[src/rtl/uart_pkg.sv]
// Definitions shared by the UART receiver and transmitter.
// Holds the FSM state encoding, the frame width, the per-bit sample points
// and the baud divisor calculation.
package uart_pkg;

  // Data bits per frame
  localparam int DATA_BITS = 8;

  // Oversample ticks (0..OVERSAMPLE-1) at which a bit is sampled for voting
  localparam int SAMPLE_EARLY = 7;
  localparam int SAMPLE_MID   = 8;
  localparam int SAMPLE_LATE  = 9;

  // Receiver frame state; PARITY is only entered when parity is compiled in
  typedef enum logic [2:0] {
    IDLE   = 3'd0,
    START  = 3'd1,
    DATA   = 3'd2,
    PARITY = 3'd3,
    STOP   = 3'd4
  } uart_state_t;

  // Clock cycles per oversample tick; never less than one
  function automatic int calc_div(input int clk_freq, input int baud, input int oversample);
    int d;
    d = clk_freq / (baud * oversample);
    return (d < 1) ? 1 : d;
  endfunction

  // 2-of-3 majority vote
  function automatic logic majority3(input logic a, input logic b, input logic c);
    return (a & b) | (a & c) | (b & c);
  endfunction

endpackage

[src/rtl/uart_tick_gen.sv]
// Free-running oversample tick generator: one-cycle pulse on tick every
// calc_div(CLK_FREQ, BAUD, OVERSAMPLE) clk_in cycles.
module uart_tick_gen
  import uart_pkg::*;
#(
  parameter int CLK_FREQ   = 100_000_000,
  parameter int BAUD       = 9600,
  parameter int OVERSAMPLE = 16
) (
  input  logic clk_in,
  input  logic rst_n,
  output logic tick
);

  localparam int DIV = calc_div(CLK_FREQ, BAUD, OVERSAMPLE);
  localparam int CW  = (DIV > 1) ? $clog2(DIV) : 1;
  localparam logic [CW-1:0] CNT_LAST = CW'(DIV - 1);

  logic [CW-1:0] cnt_reg;

  // Count 0..DIV-1 and fire tick as the count wraps
  always_ff @(posedge clk_in or negedge rst_n) begin
    if (!rst_n) begin
      cnt_reg <= '0;
      tick    <= 1'b0;
    end else if (cnt_reg == CNT_LAST) begin
      cnt_reg <= '0;
      tick    <= 1'b1;
    end else begin
      cnt_reg <= cnt_reg + 1'b1;
      tick    <= 1'b0;
    end
  end

endmodule

[src/rtl/uart_rx_controller.sv]
// UART receiver with oversampled 2-of-3 majority bit decisions and a
// one-byte valid/ready output holding register.
// Build option: define UART_RX_PARITY_EN for 8E1 frames (even parity bit
// checked, parity_err reported); otherwise frames are 8N1 and parity_err is 0.
// OVERSAMPLE must be greater than 9 so the sample ticks 7/8/9 exist.
module uart_rx_controller
  import uart_pkg::*;
#(
  parameter int CLK_FREQ   = 100_000_000,
  parameter int BAUD       = 9600,
  parameter int OVERSAMPLE = 16
) (
  input  logic                 clk_in,
  input  logic                 rst_n,
  input  logic                 rx,
  input  logic                 rx_ready,
  output logic [DATA_BITS-1:0] rx_data,
  output logic                 rx_valid,
  output logic                 frame_err,
  output logic                 overrun,
  output logic                 parity_err
);

  localparam int TW = $clog2(OVERSAMPLE);
  localparam int BW = $clog2(DATA_BITS);
  localparam logic [TW-1:0] T_LAST  = TW'(OVERSAMPLE - 1);
  localparam logic [TW-1:0] T_EARLY = TW'(SAMPLE_EARLY);
  localparam logic [TW-1:0] T_MID   = TW'(SAMPLE_MID);
  localparam logic [TW-1:0] T_LATE  = TW'(SAMPLE_LATE);
  localparam logic [BW-1:0] B_LAST  = BW'(DATA_BITS - 1);

  logic                 tick;
  logic                 rx_meta_reg, rx_sync_reg;
  uart_state_t          state_reg, state_next;
  logic [TW-1:0]        tick_cnt_reg, tick_cnt_next;
  logic [BW-1:0]        bit_cnt_reg, bit_cnt_next;
  logic [DATA_BITS-1:0] shift_reg, shift_next;
  logic                 s7_reg, s7_next;
  logic                 s8_reg, s8_next;
  logic                 stop_seen_reg, stop_seen_next;
  logic                 stop_bad_reg, stop_bad_next;
  logic                 at_last, at_late, bit_maj, byte_ok;
  logic                 stop_early, stop_decide, stop_bit;
  logic                 byte_done, frame_fault;
`ifdef UART_RX_PARITY_EN
  logic                 par_bad_reg, par_bad_next;
  logic                 parity_fault;
`endif

  uart_tick_gen #(
    .CLK_FREQ  (CLK_FREQ),
    .BAUD      (BAUD),
    .OVERSAMPLE(OVERSAMPLE)
  ) u_tick_gen (
    .clk_in(clk_in),
    .rst_n (rst_n),
    .tick  (tick)
  );

  assign at_last = (tick_cnt_reg == T_LAST);
  assign at_late = (tick_cnt_reg == T_LATE);
  // Vote of the three stored/current samples, valid on tick 9
  assign bit_maj = majority3(s7_reg, s8_reg, rx_sync_reg);

`ifdef UART_RX_PARITY_EN
  assign byte_ok = ~par_bad_reg;
`else
  assign byte_ok = 1'b1;
`endif

  // Two-flop synchronizer for the asynchronous line, idling high
  always_ff @(posedge clk_in or negedge rst_n) begin
    if (!rst_n) begin
      rx_meta_reg <= 1'b1;
      rx_sync_reg <= 1'b1;
    end else begin
      rx_meta_reg <= rx;
      rx_sync_reg <= rx_meta_reg;
    end
  end

  // Frame FSM and datapath state registers
  always_ff @(posedge clk_in or negedge rst_n) begin
    if (!rst_n) begin
      state_reg     <= IDLE;
      tick_cnt_reg  <= '0;
      bit_cnt_reg   <= '0;
      shift_reg     <= '0;
      s7_reg        <= 1'b1;
      s8_reg        <= 1'b1;
      stop_seen_reg <= 1'b0;
      stop_bad_reg  <= 1'b0;
`ifdef UART_RX_PARITY_EN
      par_bad_reg   <= 1'b0;
`endif
    end else begin
      state_reg     <= state_next;
      tick_cnt_reg  <= tick_cnt_next;
      bit_cnt_reg   <= bit_cnt_next;
      shift_reg     <= shift_next;
      s7_reg        <= s7_next;
      s8_reg        <= s8_next;
      stop_seen_reg <= stop_seen_next;
      stop_bad_reg  <= stop_bad_next;
`ifdef UART_RX_PARITY_EN
      par_bad_reg   <= par_bad_next;
`endif
    end
  end

  // Next-state logic: bit timing, sampling, voting and frame decisions
  always_comb begin
    state_next     = state_reg;
    tick_cnt_next  = tick_cnt_reg;
    bit_cnt_next   = bit_cnt_reg;
    shift_next     = shift_reg;
    s7_next        = s7_reg;
    s8_next        = s8_reg;
    stop_seen_next = stop_seen_reg;
    stop_bad_next  = stop_bad_reg;
`ifdef UART_RX_PARITY_EN
    par_bad_next   = par_bad_reg;
    parity_fault   = 1'b0;
`endif
    byte_done      = 1'b0;
    frame_fault    = 1'b0;
    stop_early     = 1'b0;
    stop_decide    = 1'b0;
    stop_bit       = 1'b1;

    // Inside a frame: advance the bit-relative tick count and capture samples
    if (state_reg != IDLE && tick) begin
      tick_cnt_next = at_last ? '0 : tick_cnt_reg + 1'b1;
      if (tick_cnt_reg == T_EARLY) s7_next = rx_sync_reg;
      if (tick_cnt_reg == T_MID)   s8_next = rx_sync_reg;
    end

    case (state_reg)
      IDLE: begin
        tick_cnt_next  = '0;
        bit_cnt_next   = '0;
        stop_seen_next = 1'b0;
        stop_bad_next  = 1'b0;
`ifdef UART_RX_PARITY_EN
        par_bad_next   = 1'b0;
`endif
        // The tick that sees the line low is tick 0 of the start bit
        if (tick && !rx_sync_reg) state_next = START;
      end

      START: begin
        if (tick && at_late && bit_maj) begin
          state_next = IDLE;              // glitch, not a real start bit
        end else if (tick && at_last) begin
          state_next = DATA;
        end
      end

      DATA: begin
        if (tick && at_late) shift_next = {bit_maj, shift_reg[DATA_BITS-1:1]};
        if (tick && at_last) begin
          if (bit_cnt_reg == B_LAST) begin
            bit_cnt_next = '0;
`ifdef UART_RX_PARITY_EN
            state_next   = PARITY;
`else
            state_next   = STOP;
`endif
          end else begin
            bit_cnt_next = bit_cnt_reg + 1'b1;
          end
        end
      end

`ifdef UART_RX_PARITY_EN
      PARITY: begin
        // Even parity: data bits plus parity bit must XOR to zero
        if (tick && at_late && ((^shift_reg) ^ bit_maj)) begin
          par_bad_next = 1'b1;
          parity_fault = 1'b1;
        end
        if (tick && at_last) state_next = STOP;
      end
`endif

      STOP: begin
        if (stop_bad_reg) begin
          // Bad stop bit: hold off until the line returns high
          if (rx_sync_reg) state_next = IDLE;
        end else begin
          // Agreeing samples at 7 and 8 already fix the vote, so the byte is
          // released at the midpoint; a split vote waits for tick 9.
          stop_early  = tick && (tick_cnt_reg == T_MID) && (rx_sync_reg == s7_reg);
          stop_decide = !stop_seen_reg && (stop_early || (tick && at_late));
          stop_bit    = stop_early ? rx_sync_reg : bit_maj;
          if (stop_decide) begin
            stop_seen_next = 1'b1;
            if (stop_bit) begin
              byte_done     = byte_ok;
            end else begin
              frame_fault   = 1'b1;
              stop_bad_next = 1'b1;
            end
          end
          if (tick && at_late && ((stop_seen_reg && !stop_decide) || (stop_decide && stop_bit))) begin
            state_next = IDLE;
          end
        end
      end

      default: state_next = IDLE;
    endcase
  end

  // Output holding register with valid/ready handshake and error pulses
  always_ff @(posedge clk_in or negedge rst_n) begin
    if (!rst_n) begin
      rx_data   <= '0;
      rx_valid  <= 1'b0;
      frame_err <= 1'b0;
      overrun   <= 1'b0;
    end else begin
      frame_err <= frame_fault;
      overrun   <= 1'b0;
      if (byte_done) begin
        if (!rx_valid || rx_ready) begin
          rx_data  <= shift_reg;
          rx_valid <= 1'b1;
        end else begin
          overrun  <= 1'b1;
        end
      end else if (rx_valid && rx_ready) begin
        rx_valid <= 1'b0;
      end
    end
  end

`ifdef UART_RX_PARITY_EN
  // Registered parity mismatch pulse
  always_ff @(posedge clk_in or negedge rst_n) begin
    if (!rst_n) parity_err <= 1'b0;
    else        parity_err <= parity_fault;
  end
`else
  assign parity_err = 1'b0;
`endif

endmodule

[config.mk]
export PLATFORM = sky130hd
export DESIGN_NAME = uart_rx_controller
export DESIGN_NICKNAME = d
export VERILOG_FILES = /design/src/rtl/uart_pkg.sv /design/src/rtl/uart_tick_gen.sv /design/src/rtl/uart_rx_controller.sv
export SDC_FILE = /design/constraint.sdc
export NUM_CORES = 1
export LEC_CHECK = 0
export CORE_MARGIN = 2
export CORE_UTILIZATION = 50
export CTS_BUF_LIST = sky130_fd_sc_hd__clkbuf_2
export CTS_CLUSTER_DIAMETER = 50
export DETAILED_ROUTE_END_ITERATION = 12
export GPL_ROUTABILITY_DRIVEN = 0
export PLACE_DENSITY_LB_ADDON = 0.12
export SETUP_SLACK_MARGIN = 0.02
export SLEW_MARGIN = 20
export SYNTH_ARGS = -nofsm -noshare
export SYNTH_HDL_FRONTEND = slang
export SYNTH_SLANG_ARGS = --single-unit
[constraint.sdc]
create_clock -name clk_in -period 4.2 [get_ports clk_in]
set_clock_uncertainty 0.1 [all_clocks]
set_input_delay 1.05 -clock clk_in [delete_from_list [all_inputs] [get_ports clk_in]]
set_output_delay 1.05 -clock clk_in [all_outputs]
set_load 0.02 [all_outputs]
Word level (Yosys, flattened, before mapping)
Cells that the tools add are included.
- register bits: 46
- bits of input ports: 4
- output and inout port bits: 12
- logic and storage cells: 112
- add/sub/neg operators: 3
- eq/ne operators: 19
- multiplexer cells: 36
- bitwise logic cells: 5
- reduce and logical (&&, ||, !) cells: 33
- operators with widths (kind ; number):
    two-way mux 3 bit ; 10
    two-way mux 1 bit ; 18
    equality test 4 bit, second input constant ; 3
    logical AND 1 bit ; 12
    two-way mux 4 bit ; 3
    case mux 3 bit (4 select lines) ; 1
    AND reduction 2 bit ; 6
    adder 10 x 1 -> 10 bit, second input constant ; 1
    equality test 10 bit, second input constant ; 1
    two-way mux 10 bit ; 1
    != test 2 bit, second input constant ; 5
    != test 3 bit, second input constant ; 3
    nonzero test 2 bit ; 4
    equality test 3 bit, second input constant ; 2
    case mux 3 bit (2 select lines) ; 1
    AND reduction 6 bit ; 1
    adder 4 x 1 -> 4 bit, second input constant ; 1
    equality test 4 x 3 -> 1 bit, second input constant ; 1
    logical NOT 1 bit ; 4
    case mux 1 bit (2 select lines) ; 2
    adder 3 x 1 -> 3 bit, second input constant ; 1
    AND 1 bit ; 3
    equality test 3 x 1 -> 1 bit, second input constant ; 1
    equality test 3 x 2 -> 1 bit, second input constant ; 1
    other kinds (7) ; 10

Logic depth before layout (Yosys ltp)
Gate-level depths: netlist (run 1).
- word-level depth: 12
- depth in mapped cells: 6
- gate-level depth less buffers: 6

Hierarchy
Synthesis (run 1) repeated with hierarchy kept, for this count alone.
- cells, all modules: 192
- area total of the unflattened synthesis: 2252.2 µm²
- by module, submodules not included (module ; instances ; cells each ; area each (µm²) ; sequential area each (µm²)):
    uart_rx_controller ; 1 ; 145 ; 1714.1 ; 880.8
    uart_tick_gen ; 1 ; 47 ; 538.0 ; 275.3

Worst setup path after synthesis (run 1)
Ideal clock, no wire load.
- kind: input port to flip-flop
- start point: input rx_ready
- end point: register rx_data[0]
- library setup time: 0.125 ns
- arrival time: 1.858 ns
- required time: 3.975 ns
- path slack: 2.117 ns
- cell stages on the path: 3
- path buffers: 0
- path through: or2b_2 > o211ai_4 > mux2_2
- cells in the longest elaborated chain, start to end: 2
- ends and longest elaborated chain (item ; RTL line ; RTL):
    from (decl) ; uart_rx_controller.sv:16 ; input logic rx_ready,
    logical OR 1 bit ; uart_rx_controller.sv:226 ; if (!rx_valid || rx_ready) begin
    AND reduction 2 bit (no line) ; - ;
    to (signal assigned) ; uart_rx_controller.sv:227 ; rx_data <= shift_reg;
    to (decl) ; uart_rx_controller.sv:17 ; output logic [DATA_BITS-1:0] rx_data,
Every way passes these cells.
A chain may end at the register's enable or synchronous reset.

Worst setup path after layout (run 1)
- start point: register rx_data[0]
- end point: output rx_data[0]
No word-level cell between the ends.

==> results.sh, run 1 <==
export IMPL_antenna_found_initial=0
export IMPL_slew_viol_final=0
export IMPL_cts_setup_buffers=0
export IMPL_nFillCells=320
export IMPL_grtUsageTotal=0.168
export IMPL_synthArstFlopShare=1.00
export IMPL_p_seq_frac=0.694
export IMPL_setup_viol=0
export IMPL_largest_reg_flops=10
export IMPL_power_w=0.000644
export IMPL_cts_sinks=46
export IMPL_vias=1411
export IMPL_dieArea_mm2=0.00484
export IMPL_muxShareOfSynthArea=0.0990
export IMPL_cts_max_level=2
export IMPL_crit_fanout=2
export IMPL_wl_um=3550
export IMPL_tightest_slew_ps=561
export IMPL_peakVddDrop_mv=0.208
export IMPL_cp_arrival_ps=1450
export IMPL_fmax_mhz=384
export IMPL_synth_seq_cells=46
export IMPL_met1_length_um=1600
export IMPL_fin_crit_ps=2600
export IMPL_yosysWarningCount=0
export IMPL_synthXorXnorAreaFrac=0.0326
export IMPL_hpwl_um=2500
export IMPL_clkLatencyLatePin_ps=420
export IMPL_netlist_instances=181
export IMPL_cts_tree="done"
export IMPL_required_ps=3050
export IMPL_fin_crit_sh=0.619
export IMPL_combPwrFrac=0.020
export IMPL_cpPeakStageDelay_ps=610
export IMPL_die_w_um=69.6
export IMPL_path_clk_slew_ps=240
export IMPL_wire_per_inst_um=14.3
export IMPL_drc=0
export IMPL_rows=23
export IMPL_synth_top_family_by_area="simple AND/OR/NAND/NOR gates"
export IMPL_clockPowerShare=0.287
export IMPL_netlist_cell_type_count=47
export IMPL_first_pass_iters=4
export IMPL_vias_per_cell=5.69
export IMPL_die_height_um=69.6
export IMPL_final_nets=209
export IMPL_ys_seq_area_frac=0.538
export IMPL_worst_setup_path_start_kind="register"
export IMPL_clock_root_buffer="clkbuf_2"
export IMPL_multi_input_area_um2=933
export IMPL_critical_path_buf_inv_count=1
export IMPL_post_place_ws_ps=1630
export IMPL_routed_top_layer="met4"
export IMPL_grt_pass1_wl_um=6310
export IMPL_cts_resized=0
export IMPL_grt_pass1_vias=1327
export IMPL_drt_iter0_drc=68
export IMPL_seq_area_mm2=0.00116
export IMPL_numCtsBuffers=5
export IMPL_status="completed"
export IMPL_synth_fa_ha_area_frac=0.0466
export IMPL_leakage_nw=1.11
export IMPL_dp_cells=240
export IMPL_synth_compound_area_frac=0.0990
export IMPL_start_util=0.529
export IMPL_cts_path_max_buffers=2
export IMPL_p_int_w=0.000489
export IMPL_synth_ff_type="dfrtp_1"
export IMPL_ioPinCount=16
export IMPL_hold_violations=0
export IMPL_ant_nets=0
export IMPL_synth_net_count=193
export IMPL_stdcell_count=248
export IMPL_crit_path_top_delay_cell="clkdlybuf4s50_1"
export IMPL_switching_power_w=0.000155
export IMPL_p_sw_frac=0.240
export IMPL_cp_cell_sequence="clkdlybuf4s50_1"
export IMPL_finish_utilization=0.582
export IMPL_grt_overflow=0
export IMPL_cts_hold_buffers=0
export IMPL_yosys_area_share_simple=0.156
export IMPL_slew_headroom=0.623
export IMPL_dr_wl_met2_um=1760
export IMPL_layout_drive_gt1_share=0.202
export IMPL_syn_area_per_cell_um2=11.9
export IMPL_crit_type="register to output pin"
export IMPL_end_kind="output pin"
export IMPL_synth_edf_count=0
export IMPL_drv_cap=0
export IMPL_route_met3_wl_um=143
export IMPL_diodes=0
export IMPL_coreArea_mm2=0.00406
export IMPL_rsz0062_at_grt="false"
export IMPL_power_density_mw_per_mm2=273
export IMPL_fin_tns_setup_ps=0
export IMPL_syn_area_mm2=0.00215
export IMPL_area_growth_pct=9.96
export IMPL_hold_path_class="register to register"
export IMPL_layout_setup_ws_ps=1600
export IMPL_grt_max_degree=47
export IMPL_cp_top_family="buffers and inverters"
export IMPL_port_buffer_count=14
-- metal layers --
metal / track usage / vias to the layer above
li1: - / 678
met4: 0.0697 / 0
met2: 0.267 / 27
met5: 0 / -
met1: 0.210 / 701
met3: 0.0581 / 5
-- per-stage QoR --
step                hold WS, ps  cell area, um2
floorplan                   245            2150
global placement            247            2310
detailed placement          254            2310
CTS                         255            2360
global route                225            2360
finish                      261            2360
-- synth_stat cells (all sizes together), types with 3 or more instances --
cell / n / share of area
and3: 3 / 0.0087
xnor2: 4 / 0.016
mux2: 18 / 0.094
a21oi: 6 / 0.014
dfstp: 4 / 0.049
inv: 7 / 0.012
dfrtp: 42 / 0.49
nand2: 9 / 0.016
a22o: 4 / 0.016
o211ai: 3 / 0.017
o21ai: 6 / 0.014
nor2: 18 / 0.035
nor3: 3 / 0.0070
nand3: 7 / 0.016
buf: 4 / 0.013
xor2: 4 / 0.016
ha: 8 / 0.047
or3: 3 / 0.0093
-- final timing paths --
check	from	to	slack, ps	cells past startpoint
worst max register to register	rx_sync_reg	rx_data[6]	2100	5
max in group asynchronous	rst_n	rx_meta_reg	3130	1
min in group asynchronous	rst_n	bit_cnt_reg[2]	470	1
worst max-delay path	rx_data[0]	rx_data[0]	1600	1
worst min register to register	rx_meta_reg	rx_sync_reg	260	0
worst min-delay path	rx_meta_reg	rx_sync_reg	260	0
-- power by group through the flow --
stage	combinational (W)	sequential, W	clock, W
floorplan	0.00000276	0.000454	0
global placement	0.0000128	0.000454	0
detailed placement	0.0000135	0.000454	0
CTS	0.0000135	0.000447	0.000194
global route	0.0000154	0.000448	0.000215
finish	0.0000128	0.000447	0.000185
-- placed cells by master, fill, tap and decap left out, drive strengths merged, types with 3 or more instances in the layout --
| cell type | netlist | routed |
|---|---|---|
| clkdlybuf4s50 | 0 | 13 |
| dfstp | 4 | 4 |
| xor2 | 4 | 4 |
| xnor2 | 4 | 4 |
| or3 | 3 | 3 |
| ha | 8 | 8 |
| o211ai | 3 | 3 |
| and3 | 3 | 3 |
| a22o | 4 | 4 |
| nand2 | 9 | 9 |
| nand3 | 7 | 7 |
| nor2 | 18 | 18 |
| a21oi | 6 | 6 |
| dfrtp | 42 | 42 |
| nor3 | 3 | 3 |
| mux2 | 18 | 18 |
| inv | 7 | 7 |
| clkbuf | 1 | 5 |
| o21ai | 6 | 6 |
-- cells by family after synthesis --
| kind of cell | Yosys count |
|---|---|
| and+or+nand+nor | 58 |
| DFF | 46 |
| AOI/OAI and AO/OA | 29 |
| muxes | 19 |
| buffers and inverters | 12 |
| adders and majority gates | 8 |
| xor gates and xnor gates | 8 |
| other | 1 |
-- cell type report --
cell class                      count  share of cell area
Clock buffer                        5              0.0106
Tap cell                           50              0.0265
Clock inverter                      3             0.00900
Timing Repair Buffer               14              0.0583
Multi-Input combinational cell    123               0.395
Sequential cell                    46               0.489
Inverter                            7              0.0111
Power figures use the tool's default switching activity.
==> inputs of run 2 (changes only) <==
Clock period 4.2 ns to 2.7 ns, I/O delays scaled along.
==> run 2 against run 1 <==
  * Clock power rose by 63%
  * Die area did not move
  * Register-to-register slack got worse by 1500 ps
  * Critical path type unchanged
  * Largest power group unchanged
==> results.sh, run 2 (same netlist as run 1, synthesis figures left out) <==
export IMPL_worstReg2RegEnd="rx_data[6]"
export IMPL_status="completed"
export IMPL_worst_setup_path_start_kind="register"
export IMPL_numCtsBuffers=5
export IMPL_grt_overflow=0
export IMPL_clock_root_buffer="clkbuf_2"
export IMPL_endpoint="rx_data[6]"
export IMPL_tightest_slew_ps=546
export IMPL_crit_type="register to output pin"
export IMPL_vias=1414
export IMPL_place_area_mm2=0.00233
export IMPL_grt_pass1_vias=1412
export IMPL_vias_per_cell=5.63
export IMPL_cp_top_family="buffers and inverters"
export IMPL_critical_path_buf_inv_count=1
export IMPL_rows=23
export IMPL_cpPeakStageDelay_ps=600
export IMPL_cp_arrival_ps=1440
export IMPL_drv_cap=0
export IMPL_grt_max_degree=21
export IMPL_crit_fanout=2
export IMPL_required_ps=1920
export IMPL_rr_startpoint="rx_sync_reg"
export IMPL_end_kind="output pin"
export IMPL_cts_resized=0
export IMPL_cts_sinks=46
export IMPL_cp_depth=1
export IMPL_finish_utilization=0.589
export IMPL_hold_path_class="register to register"
export IMPL_fin_tns_setup_ps=0
export IMPL_layout_drive_gt1_share=0.209
export IMPL_die_height_um=69.6
export IMPL_grtUsageTotal=0.164
export IMPL_drt_iter0_drc=60
export IMPL_slew_headroom=0.634
export IMPL_diodes=0
export IMPL_cp_cell_sequence="clkdlybuf4s50_1"
export IMPL_area_growth_pct=11.2
export IMPL_leakage_nw=1.12
export IMPL_fin_crit_sh=0.822
export IMPL_finalInstanceArea_mm2=0.00239
export IMPL_final_common_cell="dfrtp_1"
export IMPL_worst_r2r_path_depth=5
export IMPL_fin_crit_ps=2220
export IMPL_final_cell_mix="dfrtp_1, mux2_2, nor2_1, clkdlybuf4s50_1, nand2_1"
export IMPL_cts_max_level=2
export IMPL_cts_path_max_buffers=2
export IMPL_crit_path_top_delay_cell="clkdlybuf4s50_1"
export IMPL_setup_viol=0
export IMPL_peakVddDrop_mv=0.338
export IMPL_clkLatencyLatePin_ps=420
export IMPL_first_pass_iters=4
export IMPL_start_util=0.529
export IMPL_slew_viol_final=0
export IMPL_coreArea_mm2=0.00406
export IMPL_cts_hold_buffers=1
export IMPL_wire_per_inst_um=14.0
export IMPL_path_clk_slew_ps=250
export IMPL_largest_reg_flops=10
export IMPL_fmax_mhz=451
export IMPL_power_density_mw_per_mm2=427
export IMPL_die_w_um=69.6
export IMPL_rsz0062_at_grt="false"
export IMPL_ant_nets=0
export IMPL_startpoint="rx_data[6]"
export IMPL_hpwl_um=2520
export IMPL_hold_violations=0
export IMPL_cts_tree="done"
export IMPL_port_buffer_count=14
export IMPL_cts_setup_buffers=0
export IMPL_antenna_found_initial=0
export IMPL_wl_um=3520
export IMPL_final_nets=212
export IMPL_grt_pass1_wl_um=6330
export IMPL_drc=0
export IMPL_dieArea_mm2=0.00484
export IMPL_ioPinCount=16
export IMPL_ff2ff_setup_slack_ps=590
==> run 2: cell types whose count changed in the layout (fill, tap and decap cells not counted), sizes merged <==
cell,before,now
buf,1,3
clkinv,2,1
dlygate4sd3,0,1
inv,7,8
==> run 2: cell type report <==
class / count / area, um2
multi-input cells: 123 / 933
flip-flops and latches: 46 / 1160
clock inverters: 3 / 25.0
inverters: 7 / 26.3
fillers: 346 / 1670
clock buffers: 5 / 25.0
repair buffers: 17 / 160
well taps: 50 / 62.6
==> run 2: power by group <==
group	switching [W]	internal [W]
clock	0.000233	0.0000688
combinational	0.0000162	0.00000688
sequential	0.00000176	0.000693
total	0.000251	0.000769
==> run 2: how the worst min path moves through the flow <==
stage / cells after the start / slack, ps / endpoint / startpoint
after global placement: 0 / 250 / rx_sync_reg / rx_meta_reg
after detailed placement: 0 / 250 / rx_sync_reg / rx_meta_reg
after CTS: 0 / 280 / rx_sync_reg / rx_meta_reg
after floorplan: 0 / 250 / rx_sync_reg / rx_meta_reg
final: 0 / 280 / rx_sync_reg / rx_meta_reg
after global routing: 0 / 280 / rx_sync_reg / rx_meta_reg
==> run 2: routing by layer <==
layer  vias to the layer above  track usage  wire [um]
met5                         -            0          0
met4                         0       0.0654         31
met3                         5       0.0465        139
met2                        27        0.266       1780
met1                       706        0.206       1570
li1                        676            -          -
==> run 2: through the flow <==
stage | instances | hold WS, ps | setup slack [ps] | power, W
floorplan | 181 | 245 | 758 | 0.000710
global placement | 242 | 248 | 551 | 0.000728
detailed placement | 242 | 249 | 528 | 0.000730
CTS | 251 | 278 | 437 | 0.00104
global route | 251 | 283 | 365 | 0.00107
finish | 251 | 277 | 481 | 0.00102
